===== src/rtl/logic_resp_checker_pkg.sv =====
// Shared types and golden model for the response checker of y = (a & b) | (c ^ d).
// Vectors are packed {a,b,c,d} with a in bit 3.
package logic_chk_pkg;

  typedef enum logic [1:0] {
    ST_IDLE = 2'd0,
    ST_RUN  = 2'd1,
    ST_DONE = 2'd2
  } state_t;

  localparam int NUM_VEC = 16;

  function automatic logic logic_golden(input logic [3:0] vec);
    return (vec[3] & vec[2]) | (vec[1] ^ vec[0]);
  endfunction

endpackage


===== src/rtl/logic_resp_checker_cov_tracker.sv =====
// Sticky coverage map of applied vectors; full_next looks ahead through the
// incoming set so the run can close on the edge that completes coverage.
module cov_tracker
  import logic_chk_pkg::*;
(
  input  logic               clock,
  input  logic               reset_n,
  input  logic               clr,
  input  logic               set_en,
  input  logic [3:0]         set_idx,
  output logic [NUM_VEC-1:0] map,
  output logic               full_next
);

  logic [NUM_VEC-1:0] map_r;
  logic [NUM_VEC-1:0] set_mask_s;
  logic [NUM_VEC-1:0] merged_s;

  // One-hot of the incoming index merged with the stored map.
  always_comb begin
    set_mask_s = {NUM_VEC{1'b0}};
    if (set_en) begin
      set_mask_s[set_idx] = 1'b1;
    end else begin
      set_mask_s = {NUM_VEC{1'b0}};
    end
    merged_s  = map_r | set_mask_s;
    full_next = &merged_s;
  end

  // Map storage: clear wins over set.
  always_ff @(posedge clock or negedge reset_n) begin
    if (!reset_n) begin
      map_r <= {NUM_VEC{1'b0}};
    end else if (clr) begin
      map_r <= {NUM_VEC{1'b0}};
    end else begin
      map_r <= merged_s;
    end
  end

  assign map = map_r;

endmodule


===== config.mk =====
export PLATFORM = sky130hd
export DESIGN_NAME = cov_tracker
export DESIGN_NICKNAME = d
export VERILOG_FILES = /design/src/rtl/logic_resp_checker_pkg.sv /design/src/rtl/logic_resp_checker_cov_tracker.sv
export SDC_FILE = /design/constraint.sdc
export NUM_CORES = 1
export LEC_CHECK = 0
export ABC_AREA = 1
export ABC_CLOCK_PERIOD_IN_PS = 1000
export BUFFER_PORTS_ARGS = -buffer_cell sky130_fd_sc_hd__buf_2
export CORE_MARGIN = 3
export CORE_UTILIZATION = 44
export DETAILED_ROUTE_END_ITERATION = 16
export PLACE_DENSITY = 0.71
export SLEW_MARGIN = 20
export SYNTH_ARGS = -nofsm -noshare
export SYNTH_HDL_FRONTEND = slang
export SYNTH_SLANG_ARGS = --single-unit
export TNS_END_PERCENT = 10

===== constraint.sdc =====
create_clock -name clock -period 1 [get_ports clock]
set_input_delay 0.2 -clock clock [delete_from_list [all_inputs] [get_ports clock]]
set_output_delay 0.2 -clock clock [all_outputs]
set_load 0.01 [all_outputs]

* Word level (Yosys, flattened, before mapping)
Index checks and enable logic that the tools add are counted.
Widths: inputs -> output; s select.
** Word-level totals
- Word-level logic and storage cells :: 10
- Output and inout bits :: 17
- Input bits :: 8
- Bits in registers :: 16
** Operators by class
- Muxes and demuxes :: 4
- Reduce and logical (&&, ||, !) cells :: 2
- Bitwise operators :: 1
- $lt $le $gt $ge :: 2
** Operators with widths (count)
- $mux 16 :: 2
- $or 16x16->16 :: 1
- $reduce_and 16->1 :: 1
- $lt 4x5->1 const B :: 1
- $demux 1 s4 :: 1
- $ge 4x1->1 const B :: 1
- $logic_and 1x1->1 :: 1
- $mux 1 :: 1

* Longest topological paths before layout
Gate-level depths: netlist (run 1).
- Word-level depth :: 7
- Depth in mapped cells :: 9
- Depth with buffers taken out :: 9

* Worst setup path before layout (run 1)
Ideal clock, no wire load.
- Kind :: input to output
- Start point :: input set_idx[1]
- End point :: output full_next
- Data required time :: 0.800 ns
- Arrival time :: 0.893 ns
- Buffers on the path :: 0
- Slack :: -0.093 ns
- Stages on the path :: 7
- Cell sequence :: nor2_1 > nand3_1 > nand2_1 > nand2_1 > nor2_1 > nand2_1 > nor2_1
** On the way
- Longest elaborated chain between the ends :: 7
- Elaborated cells on any way between the ends :: 8
- Classes of those cells :: order compare (2); mux (3); bitwise (1); reduce/logical (2)
** Ends and longest elaborated chain
- start, declared :: line logic_resp_checker_cov_tracker.sv:10 : input logic [3:0] set_idx,
- $lt 4x5->1 (not written as such) or $ge 4x1->1 (tied branches) :: line logic_resp_checker_cov_tracker.sv:23 : set_mask_s[set_idx] = 1'b1;
- $logic_and 1x1->1 (not written as such) :: line logic_resp_checker_cov_tracker.sv:23
- $mux 1 (not written as such) :: line logic_resp_checker_cov_tracker.sv:23
- $demux 1 s4 (*) :: line logic_resp_checker_cov_tracker.sv:23
- $mux 16 (*) :: line logic_resp_checker_cov_tracker.sv:22 : if (set_en) begin
- $or 16x16->16 (*) :: line logic_resp_checker_cov_tracker.sv:27 : merged_s = map_r | set_mask_s;
- $reduce_and 16->1 (*) :: line logic_resp_checker_cov_tracker.sv:28 : full_next = &merged_s;
- end, declared :: line logic_resp_checker_cov_tracker.sv:12 : output logic full_next
Every way passes the cells marked *; elsewhere a longest branch is shown, timed or not.

* Final worst setup path (run 1)
Same ends and word-level chain as after synthesis.

==> flow_summary.json, run 1 <==
{
  "status": "complete, but fails checks",
  "violations": "negative setup slack",
  "power_frac_seq_pct": 50.7,
  "path_max_fanout": 5,
  "cp-end-kind": "output pin",
  "critPathTopFamily": "simple AND/OR/NAND/NOR gates",
  "p_int_uw": 971,
  "power_density_nw_per_um2": 1050,
  "clock_path_buffers": 2,
  "routed_wirelength_mm": 2.27,
  "clockPowerShare_pct": 33.1,
  "core_area_um2": 1610,
  "cp_data_arrival_time_ps": 1290,
  "synth-seq-cells": 16,
  "htreeDepth": 1,
  "worstMarginPinSlew_ps": 371,
  "fin_nets": 169,
  "cp-start-kind": "input pin",
  "synth_cell_type_count": 9,
  "grt_pass1_wl_mm": 3.77,
  "cts_made_buffers": 3,
  "grt-ovfl-total": 0,
  "port_buffers": 24,
  "worst-path-buf-inv": 3,
  "drt-vias-per-instance": 4.73,
  "cp_slowest_stage_delay_ps": 190,
  "drt_iter0_drc": 14,
  "antenna_found_initial": 0,
  "synth_top_area_cell": "dfrtp_1",
  "dp_hpwl_mm": 1.44,
  "syn_area_um2": 806,
  "ys_top_cells_by_area": "dfrtp_1 50%, nand2_1 13%, inv_1 11%, o21bai_1 8.4%, nor2_1 7.9%",
  "worstHoldPathType": "in2reg",
  "die_area_um2": 2380,
  "netlist_top_cells_count": "28 x nand2_1, 24 x inv_1, 17 x nor2_1, 16 x dfrtp_1, 9 x o21bai_1",
  "synth_edf_count": 0,
  "pin_count": 25,
  "fp.dieW_um": 48.8,
  "drc": 0,
  "syn-instance-count": 110,
  "grt_usage_pct": 20.4,
  "syn_nets": 118,
  "leakage_nw": 0.720,
  "die_h_um": 48.8,
  "root_buffer": "clkbuf_4",
  "setup_ws_ps": -492,
  "syn_area_per_cell_um2": 7.33,
  "fill_cells": 119,
  "largest_reg_flops": 16,
  "synth_seq_area_share_pct": 49.7,
  "yosysMostFrequentCell": "nand2_1",
  "period_share_pct": 149,
  "switching_share_pct": 26.2,
  "p_comb_share_pct": 16.2,
  "fin_setup_tns_ps": -1880,
  "num_rows": 14,
  "synth_warnings": 0,
  "slowest_stage": "o21bai_4",
  "ir_drop_mv": 0.720,
  "cts_tree": "done",
  "gp_congestion": 0.919,
  "drv_cap": 0,
  "wl_per_cell_um": 12.3,
  "fin_skew_ps": 0,
  "clkLatencyLatePin_ps": 290,
  "initial_utilization_pct": 50.0,
  "num_antenna_cells": 0,
  "first_pass_iters": 4,
  "critPathKind": "in2out",
  "synthFlopType": "dfrtp_1",
  "period_needed_ps": 1490,
  "grt_setup_unrepaired": "true",
  "maxClockFrequency_ghz": 0.670,
  "utilization_pct": 78.0,
  "grt_start_max_net_pins": 17,
  "drive_gt1_share_pct": 40.6,
  "antenna_left": 0,
  "synthToLayoutAreaGrowth_pct": 55.9,
  "switching_power_uw": 344,
  "clk_pin_slew_ps": 100,
  "vias": 871,
  "cts.sinks": 16,
  "grt_pass1_vias": 892,
  "slew_headroom_pct": 75.3,
  "path_cells": "buf_2 > inv_1 > nand3_1 > o21bai_4 > nand2_1 > nor2_1 > nand2_1 > nor2_2 > buf_2",
  "setup_viol_count_final": 18,
  "hold_viol_final": 0,
  "async_flop_share_pct": 100,
  "synth_top_area_share_pct": 49.7,
  "cp_data_required_time_ps": 800,
  "final_max_slew_viol_count": 0
}
-- repair_timing --
item / CTS / global route
buffers inserted: 6 / 1
setup endpoints to repair: 17 / 19
hold buffers: 1 / 0
hold endpoints to repair: 16 / 0
gates resized for setup: 6 / 7
pin swaps: 3 / 4
-- cells by family after synthesis --
| group | after synthesis | share of synthesized area (%) |
|---|---|---|
| compound gates | 16 | 12.7 |
| buf+inv | 26 | 12.1 |
| simple gates | 52 | 25.5 |
| flops | 16 | 49.7 |
-- metrics by stage --
stage	area, um2	instances	worst slack (ps)	power [mW]	hold slack, ps
after floorplan	811	110	-55.0	0.752	-95.6
after global placement	1070	172	-382	0.842	127
after detailed placement	1070	172	-394	0.846	134
after CTS	1220	183	-446	1.31	264
after global routing	1260	184	-582	1.39	283
final	1260	184	-492	1.32	265
-- worst paths after layout --
kind                                   start                end  slack [ps]  depth (start not counted)
setup / recovery                  set_idx[1]          full_next        -490                          9
hold / removal                           clr   map[7]$_DFF_PN0_         270                          2
setup reg to reg            map[6]$_DFF_PN0_   map[6]$_DFF_PN0_         -40                          5
hold reg to reg            map[11]$_DFF_PN0_  map[11]$_DFF_PN0_         540                          2
max in group asynchronous            reset_n  map[13]$_DFF_PN0_         380                          2
min in group asynchronous            reset_n   map[6]$_DFF_PN0_         350                          2
-- layout make-up --
class / count / area, um2 / share of cell area, %
Clock buffer: 4 / 36.3 / 2.89
Inverter: 24 / 90.1 / 7.17
Multi-Input combinational cell: 68 / 389 / 31.0
Sequential cell: 16 / 400 / 31.9
Tap cell: 24 / 30.0 / 2.39
Timing Repair Buffer: 48 / 310 / 24.7
-- cell usage in the layout (no fill, tap or decap), drive strengths merged --
master	n
inv	24
clkbuf	4
a21oi	7
dfrtp	16
nor2	18
dlygate4sd3	1
nand2	28
buf	47
o21bai	9
nand3	6
-- power groups by stage --
| stage | Sequential [mW] | Combinational [mW] | Clock (mW) |
|---|---|---|---|
| 2_1_floorplan | 0.686 | 0.0660 | 0 |
| 3_3_place_gp | 0.679 | 0.163 | 0 |
| 3_5_place_dp | 0.679 | 0.167 | 0 |
| 4_1_cts | 0.666 | 0.196 | 0.447 |
| 5_1_grt | 0.669 | 0.234 | 0.488 |
| 6_report | 0.667 | 0.213 | 0.436 |
-- routing by layer --
| metal | track usage, % | routed length [um] | vias to the layer above |
|---|---|---|---|
| li1 | - | - | 429 |
| met1 | 22.8 | 992 | 398 |
| met2 | 36.2 | 1100 | 35 |
| met3 | 3.98 | 114 | 9 |
| met4 | 10.9 | 66 | 0 |
| met5 | 0 | 0 | - |
Note: power is estimated with default switching activity, not from simulation.
==> run 2, diff against run 1 <==
Settings changed: ABC_AREA 1 to default, CAP_MARGIN from default to 30, CORE_UTILIZATION 44 to 43, PLACE_DENSITY 0.71 to 0.7.
==> run 2 against run 1 <==
Effect of this change:
- the run still ends with negative setup slack left
- fmax shrank 24%
- utilization down 1.1 points
- die area fell by 3.0%
- combinational power is 6% lower
- first-iteration DRC count unchanged
- clock power is 25% lower
- cell count decreased by 24%
- non-clock buffer count decreased by 1
- flip-flop and latch count unchanged
- global-route usage grew 1.0 points
- critical path type is now reg2out
- largest cell class unchanged
- largest power group unchanged
==> flow_summary.json, run 2 <==
{
  "num_rows": 14,
  "wl_per_cell_um": 15.2,
  "finalNonFillerCells": 139,
  "synth_warnings": 0,
  "multiInputGateArea_um2": 377,
  "vias": 761,
  "gp_congestion": 0.920,
  "synth_cell_type_count": 17,
  "violations": "negative setup slack",
  "grt_pass1_vias": 748,
  "antenna_found_initial": 0,
  "pin_count": 25,
  "grt-ovfl-total": 0,
  "setup_ws_ps": -960,
  "drv_cap": 0,
  "ys_top_cells_by_area": "dfrtp_1 53%, a21oi_1 9.9%, nor2_1 7.9%, a32oi_1 5.8%, and2b_1 3.0%",
  "leakage_nw": 0.639,
  "holdPathEnd": "map[4]$_DFF_PN0_",
  "syn_nets": 82,
  "cp-start-kind": "flop",
  "dp_hpwl_mm": 1.51,
  "largest_reg_flops": 16,
  "dpl_cell_area_um2": 1080,
  "hold_ws_ps": 279,
  "async_flop_share_pct": 100,
  "power_density_nw_per_um2": 989,
  "syn_area_per_cell_um2": 10.3,
  "die_h_um": 48.1,
  "r2r_slack_ps": 140,
  "synth_top_area_share_pct": 52.6,
  "root_buffer": "clkbuf_4",
  "synth-seq-cells": 16,
  "ir_drop_mv": 0.767,
  "clkLatencyLatePin_ps": 280,
  "netlist_top_cells_count": "16 x dfrtp_1, 16 x nor2_1, 15 x a21oi_1, 5 x a32oi_1",
  "cp-end-kind": "output pin",
  "synthToLayoutAreaGrowth_pct": 59.2,
  "final_max_slew_viol_count": 0,
  "worstHoldPathType": "in2reg",
  "critPathKind": "reg2out",
  "core_area_um2": 1580,
  "hold_viol_final": 0,
  "grt_setup_unrepaired": "true",
  "grt_pass1_wl_mm": 3.41,
  "met2_length_mm": 1.06,
  "fin_area_um2": 1210,
  "routed_wirelength_mm": 2.12,
  "cts_tree": "done",
  "slew_headroom_pct": 76.4,
  "highest_layer": "met4",
  "drive_gt1_share_pct": 44.7,
  "antenna_left": 0,
  "rr_startpoint": "map[11]$_DFF_PN0_",
  "setup_viol_count_final": 17,
  "hp-start": "clr",
  "num_antenna_cells": 0,
  "cp_data_required_time_ps": 800,
  "fill_cells": 114,
  "seqCellArea_um2": 400,
  "met3_length_um": 110,
  "synth_edf_count": 0,
  "period_needed_ps": 1960,
  "cts_made_buffers": 3,
  "hold-path-cell-count": 2,
  "clk_pin_slew_ps": 90,
  "power_frac_seq_pct": 56.0,
  "final_common_cell": "buf_6",
  "drt-vias-per-instance": 5.47,
  "drc": 0,
  "maxClockFrequency_ghz": 0.510,
  "port_buffers": 24,
  "status": "complete, but fails checks",
  "m1WireLength_um": 931,
  "die_area_um2": 2310,
  "r2r_end": "map[11]$_DFF_PN0_",
  "period_share_pct": 196,
  "post_cts_buffers": 0,
  "fp.dieW_um": 48.1,
  "worstMarginPinSlew_ps": 354,
  "synth_seq_area_share_pct": 52.6,
  "r2r_cells": 3,
  "drt_iter0_drc": 14,
  "dp_cells": 135,
  "fin_skew_ps": 0,
  "cp_data_arrival_time_ps": 1760,
  "htreeDepth": 1,
  "cts.sinks": 16,
  "p_comb_share_pct": 16.7,
  "grt_start_max_net_pins": 17,
  "layout_common_cells": "19 x buf_6, 16 x nor2_1, 16 x dfrtp_1",
  "clockPowerShare_pct": 27.4,
  "fin_nets": 133,
  "initial_utilization_pct": 48.3,
  "first_pass_iters": 4,
  "switching_power_uw": 299,
  "syn_area_um2": 761,
  "switching_share_pct": 25.0,
  "path_max_fanout": 2,
  "syn-instance-count": 74,
  "clock_path_buffers": 2,
  "synthFlopType": "dfrtp_1",
  "grt_usage_pct": 21.4,
  "synth_top_area_cell": "dfrtp_1",
  "p_int_uw": 899
}
-- run 2: cell types whose count changed in the layout (fill, tap and decap cells not counted), sizes merged, moves of 4 or more --
cell,before,now
nand2,28,0
nand3,6,0
a32oi,0,5
inv,24,0
o21bai,9,0
mux2,0,4
a21oi,7,15
-- run 2: kinds of logic after synthesis --
group	after synthesis	synth area share, %
compound gates	23	18.6
buf+inv	1	0.493
flops	16	52.6
mux	4	5.92
simple gates	30	22.4
-- run 2: routing by layer --
metal  global-route usage (%)  vias to the layer above
li1                         -                      369
met1                     26.2                      363
met2                     36.4                       27
met3                     4.51                        2
met4                     8.60                        0
met5                        0                        -
-- run 2: through the flow --
step	total power, mW	util [%]	setup slack [ps]	TNS (ps)
6_report	1.20	76.8	-960	-2230
5_1_grt	1.25	76.8	-1060	-2820
4_1_cts	1.20	76.0	-961	-2250
3_5_place_dp	0.860	68.4	-907	-2040
3_3_place_gp	0.856	68.4	-893	-1950
2_1_floorplan	0.747	-	-643	-643
-- run 2: worst max-delay path by stage --
stage	from	to	slack (ps)	depth (start not counted)
global route	map[6]$_DFF_PN0_	full_next	-1060	5
floorplan	map[8]$_DFF_PN0_	full_next	-640	4
CTS	map[5]$_DFF_PN0_	full_next	-960	5
global placement	set_idx[2]	full_next	-890	6
detailed placement	set_idx[2]	full_next	-910	6
finish	map[14]$_DFF_PN0_	full_next	-960	5
-- run 2: final cells by class --
cell class | instances | share of cell area [%]
timing repair buffer | 47 | 32.3
clock buffer | 3 | 1.86
tap | 16 | 1.65
sequential | 16 | 33.1
multi-input combinational | 57 | 31.1
-- run 2: worst max-delay path: stages (launching register included) --
cell and delay, ps:
dfrtp_1 370, mux2_1 130, a32oi_1 100, or4_4 510, nor4_4 210, buf_2 170
-- run 2: timing repair --
item                                    4_1_cts  5_1_grt
endpoints found under the setup margin       16       17
pin swaps                                     2        1
hold buffers                                  1        0
endpoints found under the hold margin        16        0
gates resized for setup                      17        3
-- run 2: power by group through the flow --
stage / sequential (mW) / combinational (mW) / clock [mW]
floorplan: 0.689 / 0.0580 / 0
CTS: 0.669 / 0.197 / 0.333
detailed placement: 0.681 / 0.179 / 0
global route: 0.672 / 0.219 / 0.359
global placement: 0.680 / 0.176 / 0
finish: 0.670 / 0.200 / 0.328
==> run 3, diff against run 2 <==
Settings changed: CELL_PAD_IN_SITES_DETAIL_PLACEMENT from default to 2, CELL_PAD_IN_SITES_GLOBAL_PLACEMENT from default to 2, CORE_UTILIZATION 43 to 26.
==> run 3 against run 2 <==
Effect of this change:
- the run still ends with negative setup slack left
- worst hold slack lost 9.2 ps
- sequential power is essentially flat
- cell count grew 15%
- via count grew 6.6%
- non-clock buffer count grew 6
- combinational power grew 18%
- setup slack lost 73 ps
- clock-buffer cell count grew 1
- largest cell class is now buffers
- highest routed layer unchanged
==> flow_summary.json, run 3 (same netlist as run 2, synthesis figures left out) <==
{
  "power_frac_seq_pct": 49.0,
  "gp_congestion": 0.829,
  "die_area_um2": 3610,
  "finalNonFillerCells": 160,
  "grt-ovfl-total": 0,
  "final_max_slew_viol_count": 0,
  "cp_data_arrival_time_ps": 1830,
  "synthToLayoutAreaGrowth_pct": 68.6,
  "status": "complete, but fails checks",
  "grt_start_max_net_pins": 17,
  "leakage_nw": 0.680,
  "pin_count": 25,
  "seqCellArea_um2": 400,
  "multiInputGateArea_um2": 392,
  "power_mw": 1.37,
  "clk_pin_slew_ps": 110,
  "fp.dieW_um": 60.1,
  "p_comb_share_pct": 17.2,
  "dpl_cell_area_um2": 1140,
  "grt_pass1_vias": 970,
  "cp-start-kind": "flop",
  "root_buffer": "clkbuf_4",
  "antenna_left": 0,
  "drc": 0,
  "wl_per_cell_um": 19.0,
  "switching_share_pct": 27.1,
  "drt-vias-per-instance": 5.07,
  "drv_cap": 0,
  "worstHoldPathType": "in2reg",
  "port_buffers": 24,
  "vias": 811,
  "path_max_fanout": 2,
  "violations": "negative setup slack",
  "r2r_slack_ps": 100,
  "switching_power_uw": 371,
  "m1WireLength_mm": 1.34,
  "num_rows": 18,
  "clockPowerShare_pct": 33.7,
  "clock_path_buffers": 2,
  "hold_viol_final": 0,
  "die_h_um": 60.1,
  "clkLatencyLatePin_ps": 290,
  "setup_ws_ps": -1030,
  "maxClockFrequency_ghz": 0.492,
  "hold_ws_ps": 270,
  "fill_cells": 287,
  "fin_skew_ps": 0,
  "largest_reg_flops": 16,
  "initial_utilization_pct": 28.9,
  "slew_headroom_pct": 73.0,
  "num_antenna_cells": 0,
  "routed_wirelength_mm": 3.05,
  "worstMarginPinSlew_ps": 405,
  "met3_length_um": 134,
  "grt_usage_pct": 19.5,
  "first_pass_iters": 4,
  "dp_cells": 155,
  "post_cts_buffers": 0,
  "cts_made_buffers": 3,
  "core_area_um2": 2640,
  "period_share_pct": 203,
  "fin_nets": 139,
  "cp_data_required_time_ps": 800,
  "power_density_nw_per_um2": 1070,
  "antenna_found_initial": 0,
  "highest_layer": "met4",
  "grt_pass1_wl_mm": 5.02,
  "ir_drop_mv": 0.702,
  "htreeDepth": 1,
  "p_int_uw": 996,
  "dp_slack_ps": -976,
  "grt_setup_unrepaired": "true",
  "cp-end-kind": "output pin",
  "fin_area_um2": 1280,
  "drive_gt1_share_pct": 50.0,
  "drt_iter0_drc": 24,
  "period_needed_ps": 2030,
  "met2_length_mm": 1.56,
  "final_common_cell": "buf_4",
  "setup_viol_count_final": 17,
  "cts.sinks": 16,
  "critPathKind": "reg2out",
  "dp_hpwl_mm": 2.26,
  "layout_common_cells": "21 x buf_4, 16 x nor2_1, 16 x buf_2, 16 x dfrtp_1, 15 x buf_6",
  "cts_tree": "done"
}
run 3: changes by cell type in the layout (fill, tap and decap cells not counted), sizes merged:
| cell | before | now |
|---|---|---|
| buf | 46 | 52 |
| clkbuf | 3 | 4 |
run 3: timing repair:
item | 4_1_cts | 5_1_grt
hold buffers | 1 | 0
gates resized for setup | 16 | 4
pin swaps | 1 | 0
setup endpoints to repair | 21 | 21
endpoints found under the hold margin | 16 | 0
run 3: worst paths after layout:
path	cells after the start	to	from
min reg2reg	2	map[9]$_DFF_PN0_	map[9]$_DFF_PN0_
max	5	full_next	map[4]$_DFF_PN0_
min in group asynchronous	2	map[6]$_DFF_PN0_	reset_n
max in group asynchronous	2	map[7]$_DFF_PN0_	reset_n
min	2	map[9]$_DFF_PN0_	clr
max reg2reg	3	map[3]$_DFF_PN0_	map[3]$_DFF_PN0_
run 3: stage by stage:
step | util (%) | setup TNS (ps)
finish | 48.7 | -2810
global route | 48.7 | -3670
CTS | 48.0 | -2970
detailed placement | 43.3 | -3460
global placement | 43.3 | -2690
floorplan | - | -643
run 3: power by group through the flow:
stage / sequential (mW) / clock, mW / combinational (mW)
2_1_floorplan: 0.689 / 0 / 0.0580
3_3_place_gp: 0.680 / 0 / 0.200
3_5_place_dp: 0.681 / 0 / 0.211
4_1_cts: 0.670 / 0.471 / 0.230
5_1_grt: 0.672 / 0.515 / 0.256
6_report: 0.670 / 0.461 / 0.236
run 3: layout make-up:
type / instances / area share (%)
Timing Repair Buffer: 53 / 32.5
Multi-Input combinational cell: 57 / 30.5
Sequential cell: 16 / 31.2
Clock buffer: 4 / 2.83
Tap cell: 30 / 2.93
run 3: critical path, cell delays in order, from the launching register on:
cell	delay, ps
dfrtp_1	400
mux2_1	150
a32oi_1	100
or4_4	520
nor4_4	200
buf_2	160
run 3: metal layers:
layer | global-route usage (%) | vias up
met2 | 34.4 | 21
met1 | 24.8 | 403
met5 | 0 | -
li1 | - | 385
met3 | 2.81 | 2
met4 | 4.75 | 0
